<file path="config.mk">
export PLATFORM = sky130hd
export DESIGN_NAME = dsss_mod
export DESIGN_NICKNAME = d
export VERILOG_FILES = /design/src/rtl/dsss_mod.sv
export SDC_FILE = /design/constraint.sdc
export NUM_CORES = 1
export LEC_CHECK = 0
export ABC_AREA = 1
export CAP_MARGIN = 20
export CORE_MARGIN = 8
export CORE_UTILIZATION = 45
export CTS_CLUSTER_DIAMETER = 100
export DETAILED_ROUTE_END_ITERATION = 10
export PLACE_DENSITY = 0.66
export REMOVE_ABC_BUFFERS = 1
export SLEW_MARGIN = 10
export SYNTH_ARGS = -nofsm -noshare
export SYNTH_HDL_FRONTEND = slang
export SYNTH_SLANG_ARGS = --single-unit
</file>
<file path="constraint.sdc">
create_clock -name clk -period 3.07 [get_ports clk]
set_input_delay 0.307 -clock clk [delete_from_list [all_inputs] [get_ports clk]]
set_output_delay 0.307 -clock clk [all_outputs]
set_load 0.01 [all_outputs]
</file>
<file path="src/rtl/dsss_mod.sv">
// dsss_mod -- direct-sequence spread-spectrum BPSK modulator.
//
// One data bit per symbol is spread by a 31-chip m-sequence (x^5+x^2+1)
// and the resulting chip stream BPSK-modulates a DDS sine carrier.
//
// Parameters:
//   CHIP_DIV   clocks per chip (>= 2)
//   FREQ_WORD  32-bit carrier phase increment per clock
//
// Ports:
//   clk        system clock
//   rst        synchronous active-high reset
//   din        data bit to transmit
//   din_valid  din is presented
//   din_ready  one-entry buffer can take din this cycle
//   dout       signed 8-bit IF sample (-127..127)
//   bit_sync   one-cycle pulse on the first dout sample of each bit
//   pn         current chip (data XOR PN), aligned with dout
//   underrun   sticky: a bit boundary passed with the buffer empty
module dsss_mod #(
    parameter int unsigned CHIP_DIV  = 16,
    parameter logic [31:0] FREQ_WORD = 32'd692736661
) (
    input  logic              clk,
    input  logic              rst,
    input  logic              din,
    input  logic              din_valid,
    output logic              din_ready,
    output logic signed [7:0] dout,
    output logic              bit_sync,
    output logic              pn,
    output logic              underrun
);

    localparam int unsigned   CW        = (CHIP_DIV > 1) ? $clog2(CHIP_DIV) : 1;
    localparam logic [CW-1:0] CHIP_LAST = CW'(CHIP_DIV - 1);
    localparam logic [4:0]    IDX_LAST  = 5'd30;

    logic [31:0]   phase_acc;
    logic [CW-1:0] chip_cnt;
    logic [4:0]    chip_idx;
    logic [4:0]    lfsr;
    logic          cur_bit;
    logic          buf_full;
    logic          buf_bit;

    logic          chip_tick;
    logic          bit_edge;
    logic          accept;

    // Stage 1: carrier table index, chip value and bit-start flag
    logic [7:0]    s1_k;
    logic          s1_s;
    logic          s1_b;

    logic [6:0]    q_idx;
    logic [6:0]    mag;
    logic          neg;
    logic signed [7:0] mag_s;

    assign din_ready = ~buf_full & ~rst;
    assign accept    = din_valid & din_ready;
    assign chip_tick = (chip_cnt == CHIP_LAST);
    assign bit_edge  = chip_tick && (chip_idx == IDX_LAST);

    // Quarter-wave table: round(127*sin(2*pi*k/256)) for k = 0..64
    function automatic logic [6:0] quarter_sine(input logic [6:0] k);
        logic [6:0] q;
        q = '0;
        case (k)
            7'd0:  q = 7'd0;   7'd1:  q = 7'd3;   7'd2:  q = 7'd6;   7'd3:  q = 7'd9;
            7'd4:  q = 7'd12;  7'd5:  q = 7'd16;  7'd6:  q = 7'd19;  7'd7:  q = 7'd22;
            7'd8:  q = 7'd25;  7'd9:  q = 7'd28;  7'd10: q = 7'd31;  7'd11: q = 7'd34;
            7'd12: q = 7'd37;  7'd13: q = 7'd40;  7'd14: q = 7'd43;  7'd15: q = 7'd46;
            7'd16: q = 7'd49;  7'd17: q = 7'd51;  7'd18: q = 7'd54;  7'd19: q = 7'd57;
            7'd20: q = 7'd60;  7'd21: q = 7'd63;  7'd22: q = 7'd65;  7'd23: q = 7'd68;
            7'd24: q = 7'd71;  7'd25: q = 7'd73;  7'd26: q = 7'd76;  7'd27: q = 7'd78;
            7'd28: q = 7'd81;  7'd29: q = 7'd83;  7'd30: q = 7'd85;  7'd31: q = 7'd88;
            7'd32: q = 7'd90;  7'd33: q = 7'd92;  7'd34: q = 7'd94;  7'd35: q = 7'd96;
            7'd36: q = 7'd98;  7'd37: q = 7'd100; 7'd38: q = 7'd102; 7'd39: q = 7'd104;
            7'd40: q = 7'd106; 7'd41: q = 7'd107; 7'd42: q = 7'd109; 7'd43: q = 7'd111;
            7'd44: q = 7'd112; 7'd45: q = 7'd113; 7'd46: q = 7'd115; 7'd47: q = 7'd116;
            7'd48: q = 7'd117; 7'd49: q = 7'd118; 7'd50: q = 7'd120; 7'd51: q = 7'd121;
            7'd52: q = 7'd122; 7'd53: q = 7'd122; 7'd54: q = 7'd123; 7'd55: q = 7'd124;
            7'd56: q = 7'd125; 7'd57: q = 7'd125; 7'd58: q = 7'd126; 7'd59: q = 7'd126;
            7'd60: q = 7'd126; 7'd61: q = 7'd127; 7'd62: q = 7'd127; 7'd63: q = 7'd127;
            7'd64: q = 7'd127;
            default: q = '0;
        endcase
        return q;
    endfunction

    // Chip timing, spreading code and the one-entry input buffer
    always_ff @(posedge clk) begin
        if (rst) begin
            phase_acc <= '0;
            chip_cnt  <= '0;
            chip_idx  <= '0;
            lfsr      <= '1;
            cur_bit   <= 1'b0;
            buf_full  <= 1'b0;
            buf_bit   <= 1'b0;
            underrun  <= 1'b0;
        end else begin
            phase_acc <= phase_acc + FREQ_WORD;
            chip_cnt  <= chip_tick ? '0 : chip_cnt + CW'(1);

            if (chip_tick) begin
                chip_idx <= (chip_idx == IDX_LAST) ? '0 : chip_idx + 5'd1;
                lfsr     <= {lfsr[0] ^ lfsr[2], lfsr[4:1]};
            end

            if (bit_edge) begin
                cur_bit <= buf_full & buf_bit;
                if (!buf_full) begin
                    underrun <= 1'b1;
                end
            end

            // An accept only happens with the buffer empty, so when it lands
            // on a boundary the unload has nothing to take and the new bit
            // simply waits for the following boundary.
            if (accept) begin
                buf_full <= 1'b1;
                buf_bit  <= din;
            end else if (bit_edge) begin
                buf_full <= 1'b0;
            end
        end
    end

    // Fold the 8-bit phase index onto the quarter table; the sample sign is
    // the half-wave sign combined with the chip value.
    always_comb begin
        q_idx = s1_k[6] ? (7'd64 - {1'b0, s1_k[5:0]}) : {1'b0, s1_k[5:0]};
        mag   = quarter_sine(q_idx);
        neg   = s1_k[7] ^ s1_s;
        mag_s = $signed({1'b0, mag});
    end

    // Two-stage output pipeline
    always_ff @(posedge clk) begin
        if (rst) begin
            s1_k     <= '0;
            s1_s     <= 1'b0;
            s1_b     <= 1'b0;
            dout     <= '0;
            pn       <= 1'b0;
            bit_sync <= 1'b0;
        end else begin
            s1_k     <= phase_acc[31:24];
            s1_s     <= cur_bit ^ lfsr[0];
            s1_b     <= (chip_cnt == '0) && (chip_idx == '0);
            dout     <= neg ? -mag_s : mag_s;
            pn       <= s1_s;
            bit_sync <= s1_b;
        end
    end

endmodule

</file>
* Word level (Yosys, flattened, before mapping)
Memory sizes are Yosys's and may differ from the RTL's.
Index checks and enable logic that the tools add are counted.
** Operators by class
- Add/sub/neg operators :: 5
- Equal/unequal tests :: 2
- Mux-type cells :: 5
- Bitwise logic cells :: 9
- Reductions and logical operators :: 8
** Operators by type and width (number)
- $add 32x30->32 const B :: 1
- $mux 7 :: 2
- $neg 7->8 :: 1
- $sub 7x6->7 const A :: 1
- $add 5x1->5 const B :: 1
- $eq 5x5->1 const B :: 1
- $logic_not 5->1 :: 1
- $mux 5 :: 1
- $add 4x1->4 const B :: 1
- $eq 4x4->1 const B :: 1
- $logic_not 4->1 :: 1
- $reduce_or 2->1 :: 2
- $and 1x1->1 :: 3
- $not 1->1 :: 3
- $xor 1x1->1 :: 3
- $logic_and 1x1->1 :: 2
- $mux 1 :: 2
- $reduce_and 2->1 :: 1
- $reduce_bool 2->1 :: 1
** Word-level totals
- Register bits :: 70
- Memory bits (read-only) :: 896
- Bits of input ports :: 4
- Output and inout port bits :: 12
- Word-level logic and storage cells :: 45
- Memories :: 1
** Memories
- (no name shown) :: depth 128, width 7, read ports 1, clocked after memory_dff 0, wr ports 0, RTL line 70 : case (k)

* Depth between registers and ports, before layout
Gate-level depths: netlist (run 1).
An unclocked memory read counts as a cell.
- Depth after elaboration :: 5
- Mapped depth :: 23
- Gate-level depth less buffers :: 22

* Least setup slack after synthesis (run 1)
OpenSTA, ideal clock, no wires.
- Path kind :: flip-flop to flip-flop
- Start :: register s1_k[0]
- End :: register dout[6]
- Data arrival time :: 2411 ps
- Data required time :: 2955 ps
- Setup slack :: 544 ps
- Cell stages (with the launch flop) :: 18
- Clock period less this slack :: 2526 ps
- Cells stage by stage :: dfxtp_1 -> inv_2 -> ha_1 -> nand2_1 -> o21ai_4 -> ha_1 -> nand3_1 -> o21ai_1 -> nand2_1 -> nand3_1 -> nand3_1 -> a21oi_1 -> ha_1 -> nand3_1 -> nand2_1 -> nand3_1 -> nand2_1 -> nor2_1
** On the way
- Longest elaborated chain between the ends :: 5
** Ends and longest elaborated chain
- start, declared :: RTL line 52 : logic [7:0] s1_k;
- start signal, assigned :: RTL line 151 : s1_k <= phase_acc[31:24];
- $sub 7x6->7 :: RTL line 135 : q_idx = s1_k[6] ? (7'd64 - {1'b0, s1_k[5:0]}) : {1'b0, s1_k[5:0]};
- $mux 7 * :: RTL line 135
- $mem_v2 128x7 *
- $neg 7->8 :: RTL line 154 : dout <= neg ? -mag_s : mag_s;
- $mux 7 * :: RTL line 154
- end signal, assigned :: RTL line 154
- end, declared :: RTL line 29 : output logic signed [7:0] dout,
Every way passes the cells marked *; elsewhere a longest branch is shown, timed or not.
A chain may end at the register's enable or synchronous reset.

* Final worst setup path (run 1)
Same ends and word-level chain as after synthesis.

==> results.md, run 1 <==
Synth:
- The count of warnings emitted by yosys is 0.
- Of the post-synthesis cell area, the dominant cell type holds 33.9%.
- Summing the sequential cell areas from Yosys gives 33.9% of the chip area.
- The average cell area after synthesis is 6.64 µm².
- The number of cells produced by synthesis is 622.
- The synthesized design contains 0 enable-type register cells.
- The main flop type after synthesis is sky130_fd_sc_hd__dfxtp_1.
- The unique cell type count in the Yosys netlist is 43.
- The share of flip-flops with an asynchronous set or reset after synthesis is 0%.
- The count of state elements after synthesis is 70.
- The area of the mapped netlist is 4130 µm².
- In the post-synthesis netlist, the biggest area contributors are sky130_fd_sc_hd__dfxtp_1, sky130_fd_sc_hd__nand2_1, sky130_fd_sc_hd__nand3_1, sky130_fd_sc_hd__inv_1, sky130_fd_sc_hd__nor2_1.
- The cell type with the highest aggregate area in the netlist is sky130_fd_sc_hd__dfxtp_1.

Critical path:
- The worst reg2reg path endpoint is dout[6].
- The worst reg-to-reg setup slack is 0.31 ns.
- The critical path data arrival time is 3.00 ns.
- The start point of the critical path is s1_k[0].
- The critical path is of the register to register type.
- The worst reg2reg path startpoint is s1_k[0].
- The length in cells of the worst reg-to-reg path is 17.
- The capturing instance or port of the critical path is dout[6].
- The required time at the worst-slack endpoint is 3.31 ns.
- The worst setup path is captured at a register.
- The sort of element at the start of the critical path is a register.
- The biggest fanout along the worst timing path is 10.

Global route:
- The largest net degree at the start of global routing is 39.
- For this run, the total global-route usage over all layers was measured as 14.2%.
- The total congestion overflow after global routing is 0.
- The number of global-route vias before repair is 3,589.
- The first-pass GRT wire length is 15,200 µm.
- The initial antenna violation count was 0.

Routing:
- Wires add up to 8610 µm.
- After detailed routing, the number of vias per cell comes to 5.05.
- The detail-routed net length per standard cell is 11.4 µm.
- The first TritonRoute pass finished after 5 iterations.
- The detailed router finished its first iteration with 216 violations.
- The number of remaining DRC errors is 0.
- Across all layers, the routed design uses 3,809 vias.
- The number of routed nets with antenna violations is 0.

Placement:
- After legalization and detailed placement, the total HPWL measured 6420 µm.
- In this run the tool buffered the top-level ports with 15 buffer cells.
- The final estimated routing congestion in global placement is 0.879.
- The placed cell area is 4340 µm².
- OpenSTA, run right after detailed placement, puts the worst setup slack at 0.199 ns.

Power and ir drop:
- Summed over all cells, the static leakage comes to 2.12 nW.
- In this run the power density over the cells is 523 nW/µm².
- Net switching is 32.4% of the power.
- The total power is 2.39 mW.
- Sequential cells account for 44.3% of the total power.
- The share of power burned in the clock network is 30.8%.
- The power share of the combinational group is 25.0%.
- Across the VDD grid, the largest voltage drop is 0.000314 V.
- In this run the power spent charging and discharging nets is 0.775 mW.
- The internal power component is 1.62 mW.

Floorplanning:
- The number of I/O pins is 16.
- The number of rows in the core area is 35.
- The effective utilization at floorplan is 45.5%.
- The total area inside the core boundary comes to 9060 µm².
- The floorplan step defined a die boundary enclosing 12,500 µm².
- Measured along the x axis, the die boundary spans 112 µm.
- The die is 112 µm tall.

STA:
- The post-route fraction of the period consumed by the critical path is 89.8%.
- The worst path in the final design needs a cycle of 2.76 ns, including I/O delays and setup.
- Setup violations remaining at the end of the flow were counted as 0.
- The clock arrives with 0.00792 ns of skew.
- The worst max-slew margin expressed relative to the limit is 67.2%.
- Setup repair after global routing left no endpoint under its margin.
- The hold violation count in the final report is 0.
- In the final timing run, aggregate negative setup slack is 0 ns.
- The achievable frequency is 363 MHz.
- The max-slew violation count is 0.
- Once routing completed, OpenROAD measured the worst setup slack at 0.312 ns.
- The transition time at the pin with the least slew margin is 0.491 ns.

Clock tree:
- The CTS tree is done.
- The clock tree root buffer cell is sky130_fd_sc_hd__clkbuf_8.
- The clock tree buffer depth is 2.
- The later-pin clock latency in the skew report is 0.34 ns.
- The clock net in this run drives a total of 70 sinks.
- The clock buffer count from CTS is 9.
- The CTS clock-pin slew for the worst setup and hold paths is 0.08 ns.
- The clock tree synthesis step divided the H-tree into 3 levels.
- The number of buffers added to fix hold violations after cts is 0.

Layout:
- The diode insertion count for antenna repair is 0.
- The most common library cell in the layout ignoring fill and taps is sky130_fd_sc_hd__nand2_1.
- Of the cells placed in the final design, the portion with a size suffix greater than 1 is 8.85%.
- Compared with the post-synthesis result, the final layout area differs by 10.7%.
- After the last flow step, the layout net total stands at 659.
- The top cell types in the final layout, fill and taps aside, are sky130_fd_sc_hd__nand2_1, sky130_fd_sc_hd__inv_1, sky130_fd_sc_hd__dfxtp_1.
- The post-route cell area is 4570 µm².

Run:
- Across the run, the number of max-cap violations was 0.

Hold path:
- The path class of the tightest hold or removal check is register to register.

Status:
- The run finished with clean final reports.
-- power groups by stage --
stage	logic, mW	clock network (mW)	registers [mW]
after global placement	0.587	0	1.08
after global routing	0.683	0.794	1.07
after CTS	0.595	0.759	1.06
final	0.597	0.736	1.06
after detailed placement	0.592	0	1.08
after floorplan	0.422	0	1.08
-- cell usage after synthesis (3+ instances only) --
master	count
sky130_fd_sc_hd__nand3_1	58
sky130_fd_sc_hd__clkbuf_1	4
sky130_fd_sc_hd__nand2_1	169
sky130_fd_sc_hd__a21oi_1	44
sky130_fd_sc_hd__nand2_2	8
sky130_fd_sc_hd__inv_1	70
sky130_fd_sc_hd__buf_6	4
sky130_fd_sc_hd__nor3_1	8
sky130_fd_sc_hd__inv_2	7
sky130_fd_sc_hd__ha_1	16
sky130_fd_sc_hd__nor2_2	4
sky130_fd_sc_hd__o21a_1	7
sky130_fd_sc_hd__dfxtp_1	70
sky130_fd_sc_hd__nand2_4	3
sky130_fd_sc_hd__xor2_1	4
sky130_fd_sc_hd__o21ai_0	32
sky130_fd_sc_hd__nand3_2	4
sky130_fd_sc_hd__nor2_1	66
sky130_fd_sc_hd__nand4_1	7
sky130_fd_sc_hd__xnor2_1	4
-- cell type report --
cell class / count / area (µm²)
clock inverters: 5 / 58.8
flip-flops and latches: 70 / 1400
inverters: 80 / 303
repair buffers: 19 / 200
well taps: 111 / 139
clock buffers: 11 / 141
multi-input cells: 459 / 2320
fillers: 886 / 4500
-- critical path: stages (launching register included) --
cell and delay (ns):
sky130_fd_sc_hd__dfxtp_2 0.40, sky130_fd_sc_hd__inv_2 0.12, sky130_fd_sc_hd__ha_1 0.28, sky130_fd_sc_hd__nand2_1 0.11, sky130_fd_sc_hd__o21ai_4 0.12, sky130_fd_sc_hd__ha_1 0.33
sky130_fd_sc_hd__nand3_1 0.15, sky130_fd_sc_hd__o21ai_1 0.11, sky130_fd_sc_hd__nand2_1 0.06, sky130_fd_sc_hd__nand3_1 0.07, sky130_fd_sc_hd__nand3_1 0.09, sky130_fd_sc_hd__a21oi_1 0.21
sky130_fd_sc_hd__ha_1 0.20, sky130_fd_sc_hd__nand3_1 0.13, sky130_fd_sc_hd__nand2_1 0.10, sky130_fd_sc_hd__nand3_1 0.07, sky130_fd_sc_hd__nand2_1 0.06, sky130_fd_sc_hd__nor2_1 0.05
-- what timing repair did --
item / 4_1_cts / 5_1_grt
endpoints found under the setup margin: 0 / 2
endpoints found under the hold margin: 0 / 0
buffers inserted: 0 / 0
resized for setup: 0 / 1
-- state kept, by name, indices dropped and copies added (netlist names) --
name       cells
cur_bit        1
bit_sync       1
pn             1
underrun       1
s1_s           1
chip_idx       5
chip_cnt       4
buf_bit        1
buf_full       1
s1_k           8
s1_b           1
lfsr           5
dout           8
phase_acc     32
-- metrics by stage --
stage,util (%),hold slack [ns],cells
floorplan,-,0.374,609
global placement,47.9,0.389,738
detailed placement,47.9,0.398,738
CTS,50.1,0.409,754
global route,50.4,0.437,755
finish,50.4,0.407,755
-- per-layer routing --
metal	GRT usage [%]	vias up	share of wire, %
met4	7.02	0	3.0
li1	-	2041	-
met1	16.6	1683	48
met5	0	-	0
met2	24.4	67	46
met3	2.71	18	3.3
-- cell families after synthesis --
group | count (synthesis) | synth area share (%)
adder cells (fa/ha/maj) | 16 | 4.85
XOR/XNOR | 8 | 1.70
AND/OR/NAND/NOR | 335 | 35.9
AO/OA/AOI/OAI | 100 | 13.8
buffers and inverters | 93 | 9.76
flip-flops | 70 | 33.9
-- worst min-delay path by stage --
stage / depth (start not counted) / slack (ns) / endpoint / from
after floorplan: 1 / 0.37 / phase_acc[0] / rst
after global placement: 2 / 0.39 / bit_sync / s1_b
after detailed placement: 2 / 0.40 / bit_sync / s1_b
after CTS: 2 / 0.41 / bit_sync / s1_b
after global routing: 2 / 0.44 / bit_sync / s1_b
final: 2 / 0.41 / bit_sync / s1_b
Note: power is estimated with default switching activity, not from simulation.
==> inputs of run 2 (changes only) <==
--- a/config.mk
+++ b/config.mk
@@ -11,7 +11,6 @@
 export CORE_UTILIZATION = 45
 export CTS_CLUSTER_DIAMETER = 100
 export DETAILED_ROUTE_END_ITERATION = 10
-export PLACE_DENSITY = 0.66
 export REMOVE_ABC_BUFFERS = 1
 export SLEW_MARGIN = 10
 export SYNTH_ARGS = -nofsm -noshare
==> results.md, run 2 (synthesis results as in run 1) <==
Critical path:
- The biggest fanout along the worst timing path is 10.
- Measured in cells, the most critical reg-to-reg path has a length of 16.
- STA puts the critical path data arrival time at 2.99 ns.
- Data on the critical path is required at its endpoint by 3.31 ns.
- The endpoint type of the worst setup path is a register.
- STA classifies the critical path startpoint as a register.
- The critical path is of the register to register type.

STA:
- For the final database, setup skew stands at 0.0138 ns.
- The final worst-path setup slack is 0.324 ns.
- Dividing the final minimum period by the clock period gives 89.5%.
- For the pin with the worst max-slew slack, the measured transition is 0.556 ns.
- In this run the tightest slew margin relative to its limit is 62.9%.
- Setup violations remaining at the end of the flow were counted as 0.
- The sum of negative setup slack is 0 ns.
- The hold violation count in the final report is 0.
- The achievable frequency is 364 MHz.
- After layout, the minimum clock period comes to 2.75 ns.
- Setup repair after global routing left no endpoint under its margin.
- The max-slew violation count came to 0.

Routing:
- For this block, the initial DRC count from the detailed router was 191.
- The total via count after detailed routing is 3,745.
- The first-pass detailed-route iteration total is 4.
- The number of vias per cell is 4.96.
- The number of routed nets with antenna violations is 0.
- For this run, design rule violations remaining after detail routing come to 0.
- The routed wire length is 8500 µm.
- The detail-routed net length per standard cell is 11.3 µm.

Hold path:
- The number of cells traversed by the worst hold path is 2.
- In this run the worst hold path is classified as register to register.

Floorplanning:
- The die covers 12,500 µm².
- The core region is 9060 µm².
- The die height is 112 µm.
- The die is 112 µm wide.
- The number of I/O pins is 16.
- For this configuration, the core starts out at a cell density of 45.5%.
- The number of rows in the core area is 35.

Layout:
- The library cells used most frequently in the layout, excluding fill and tap cells, are sky130_fd_sc_hd__nand2_1, sky130_fd_sc_hd__inv_1, sky130_fd_sc_hd__dfxtp_1.
- The share of cells above drive strength 1 is 9.16%.
- For this run, the post-layout net count is 659.
- phase_acc holds more flip-flops than any other register.
- The most common library cell in the layout ignoring fill and taps is sky130_fd_sc_hd__nand2_1.
- The area added between synthesis and finish is 10.5%.
- 0 antenna diodes ended up in the layout.
- The largest registers in the layout are phase_acc: 32 flops, dout: 8 flops, s1_k: 8 flops.
- The register with the most flip-flops in the layout has 32 of them.

Global route:
- The overall track demand over capacity in global routing is 14.2%.
- The total congestion overflow after global routing is 0.
- The first global-routing pass estimated 15,100 µm of wire.
- The initial antenna violation count came to 0.
- The largest net degree at the start of global routing is 21.
- The number of global-route vias before repair is 3,493.

Clock tree:
- The cell sitting at the root of the clock tree is a sky130_fd_sc_hd__clkbuf_8.
- The number of buffers added to fix hold violations after cts is 0.
- TritonCTS built the clock tree.
- The H-tree was split into 3 levels.
- The clock reaches the later pin of the worst-skew pair after 0.34 ns.
- Buffers inserted during clock tree synthesis total 9.
- The clock net in this run drives a total of 70 sinks.
- No sink is reached through more buffers than the 2 on the longest clock path.
- After clock tree synthesis, the clock-pin slew on the worst setup and hold paths is 0.08 ns.

Placement:
- The number of buffer cells added on primary ports is 15.
- The final estimated routing congestion in global placement is 0.896.
- OpenSTA, run right after detailed placement, puts the worst setup slack at 0.168 ns.
- The estimated wirelength of the detail-placed design is 6450 µm.

Power and ir drop:
- The total power is 2.40 mW.
- The leakage power total is 2.12 nW.
- IR analysis of the VDD net gives a maximum drop of 0.000303 V.
- The power per standard cell area is 527 nW/µm².

Run:
- The max capacitance violation total is 0.

Status:
- The flow ran to the end, and the final reports show no timing, DRC or antenna violations.
run 2: area by class of cell:
| cell class | count | area, µm² |
|---|---|---|
| repair buffers | 19 | 180 |
| flip-flops and latches | 70 | 1410 |
| clock inverters | 6 | 68.8 |
| fillers | 937 | 4500 |
| well taps | 111 | 139 |
| multi-input cells | 459 | 2330 |
| inverters | 80 | 303 |
| clock buffers | 10 | 138 |
run 2: metal layers:
layer  global-route usage [%]  up-vias  part of all wire [%]
li1                         -     2039                     -
met1                     17.8     1637                    50
met2                     23.2       57                    46
met3                     2.65       12                   2.4
met4                     5.83        0                   1.4
met5                        0        -                     0
run 2: repair_timing:
action                     in CTS  in global routing
buffers inserted                0                  0
setup endpoints to repair       0                  6
resized for setup               0                  3
run 2: worst max-delay path: stages (launching register included):
cell and delay, ns:
sky130_fd_sc_hd__dfxtp_4 0.37, sky130_fd_sc_hd__inv_2 0.15, sky130_fd_sc_hd__ha_1 0.26, sky130_fd_sc_hd__nand2_1 0.11, sky130_fd_sc_hd__o21ai_4 0.13, sky130_fd_sc_hd__inv_2 0.18
sky130_fd_sc_hd__ha_1 0.22, sky130_fd_sc_hd__nand4_1 0.18, sky130_fd_sc_hd__nor2_1 0.22, sky130_fd_sc_hd__inv_2 0.11, sky130_fd_sc_hd__nand2_1 0.08, sky130_fd_sc_hd__inv_1 0.05
sky130_fd_sc_hd__ha_1 0.19, sky130_fd_sc_hd__nand3_1 0.12, sky130_fd_sc_hd__nand2_1 0.08, sky130_fd_sc_hd__a21oi_1 0.13, sky130_fd_sc_hd__nor2_1 0.06
run 2: per-stage QoR:
stage,hold slack [ns],area [µm²],utilization [%],cells
after floorplan,0.374,4030,-,609
after global placement,0.408,4350,48.0,739
after detailed placement,0.407,4350,48.0,739
after CTS,0.419,4550,50.2,755
after global routing,0.451,4560,50.3,755
final,0.425,4560,50.3,755
run 2: power by group:
part	total [mW]	internal (mW)	switching, mW
clock	0.753	0.401	0.351
sequential	1.06	0.990	0.0681
combinational	0.593	0.226	0.368
run 2: final timing paths:
kind | start | to | slack, ns
setup / recovery | s1_k[0] | dout[6] | 0.32
hold / removal | s1_s | pn | 0.42
hold reg to reg | s1_s | pn | 0.42
setup reg to reg | s1_k[0] | dout[6] | 0.32
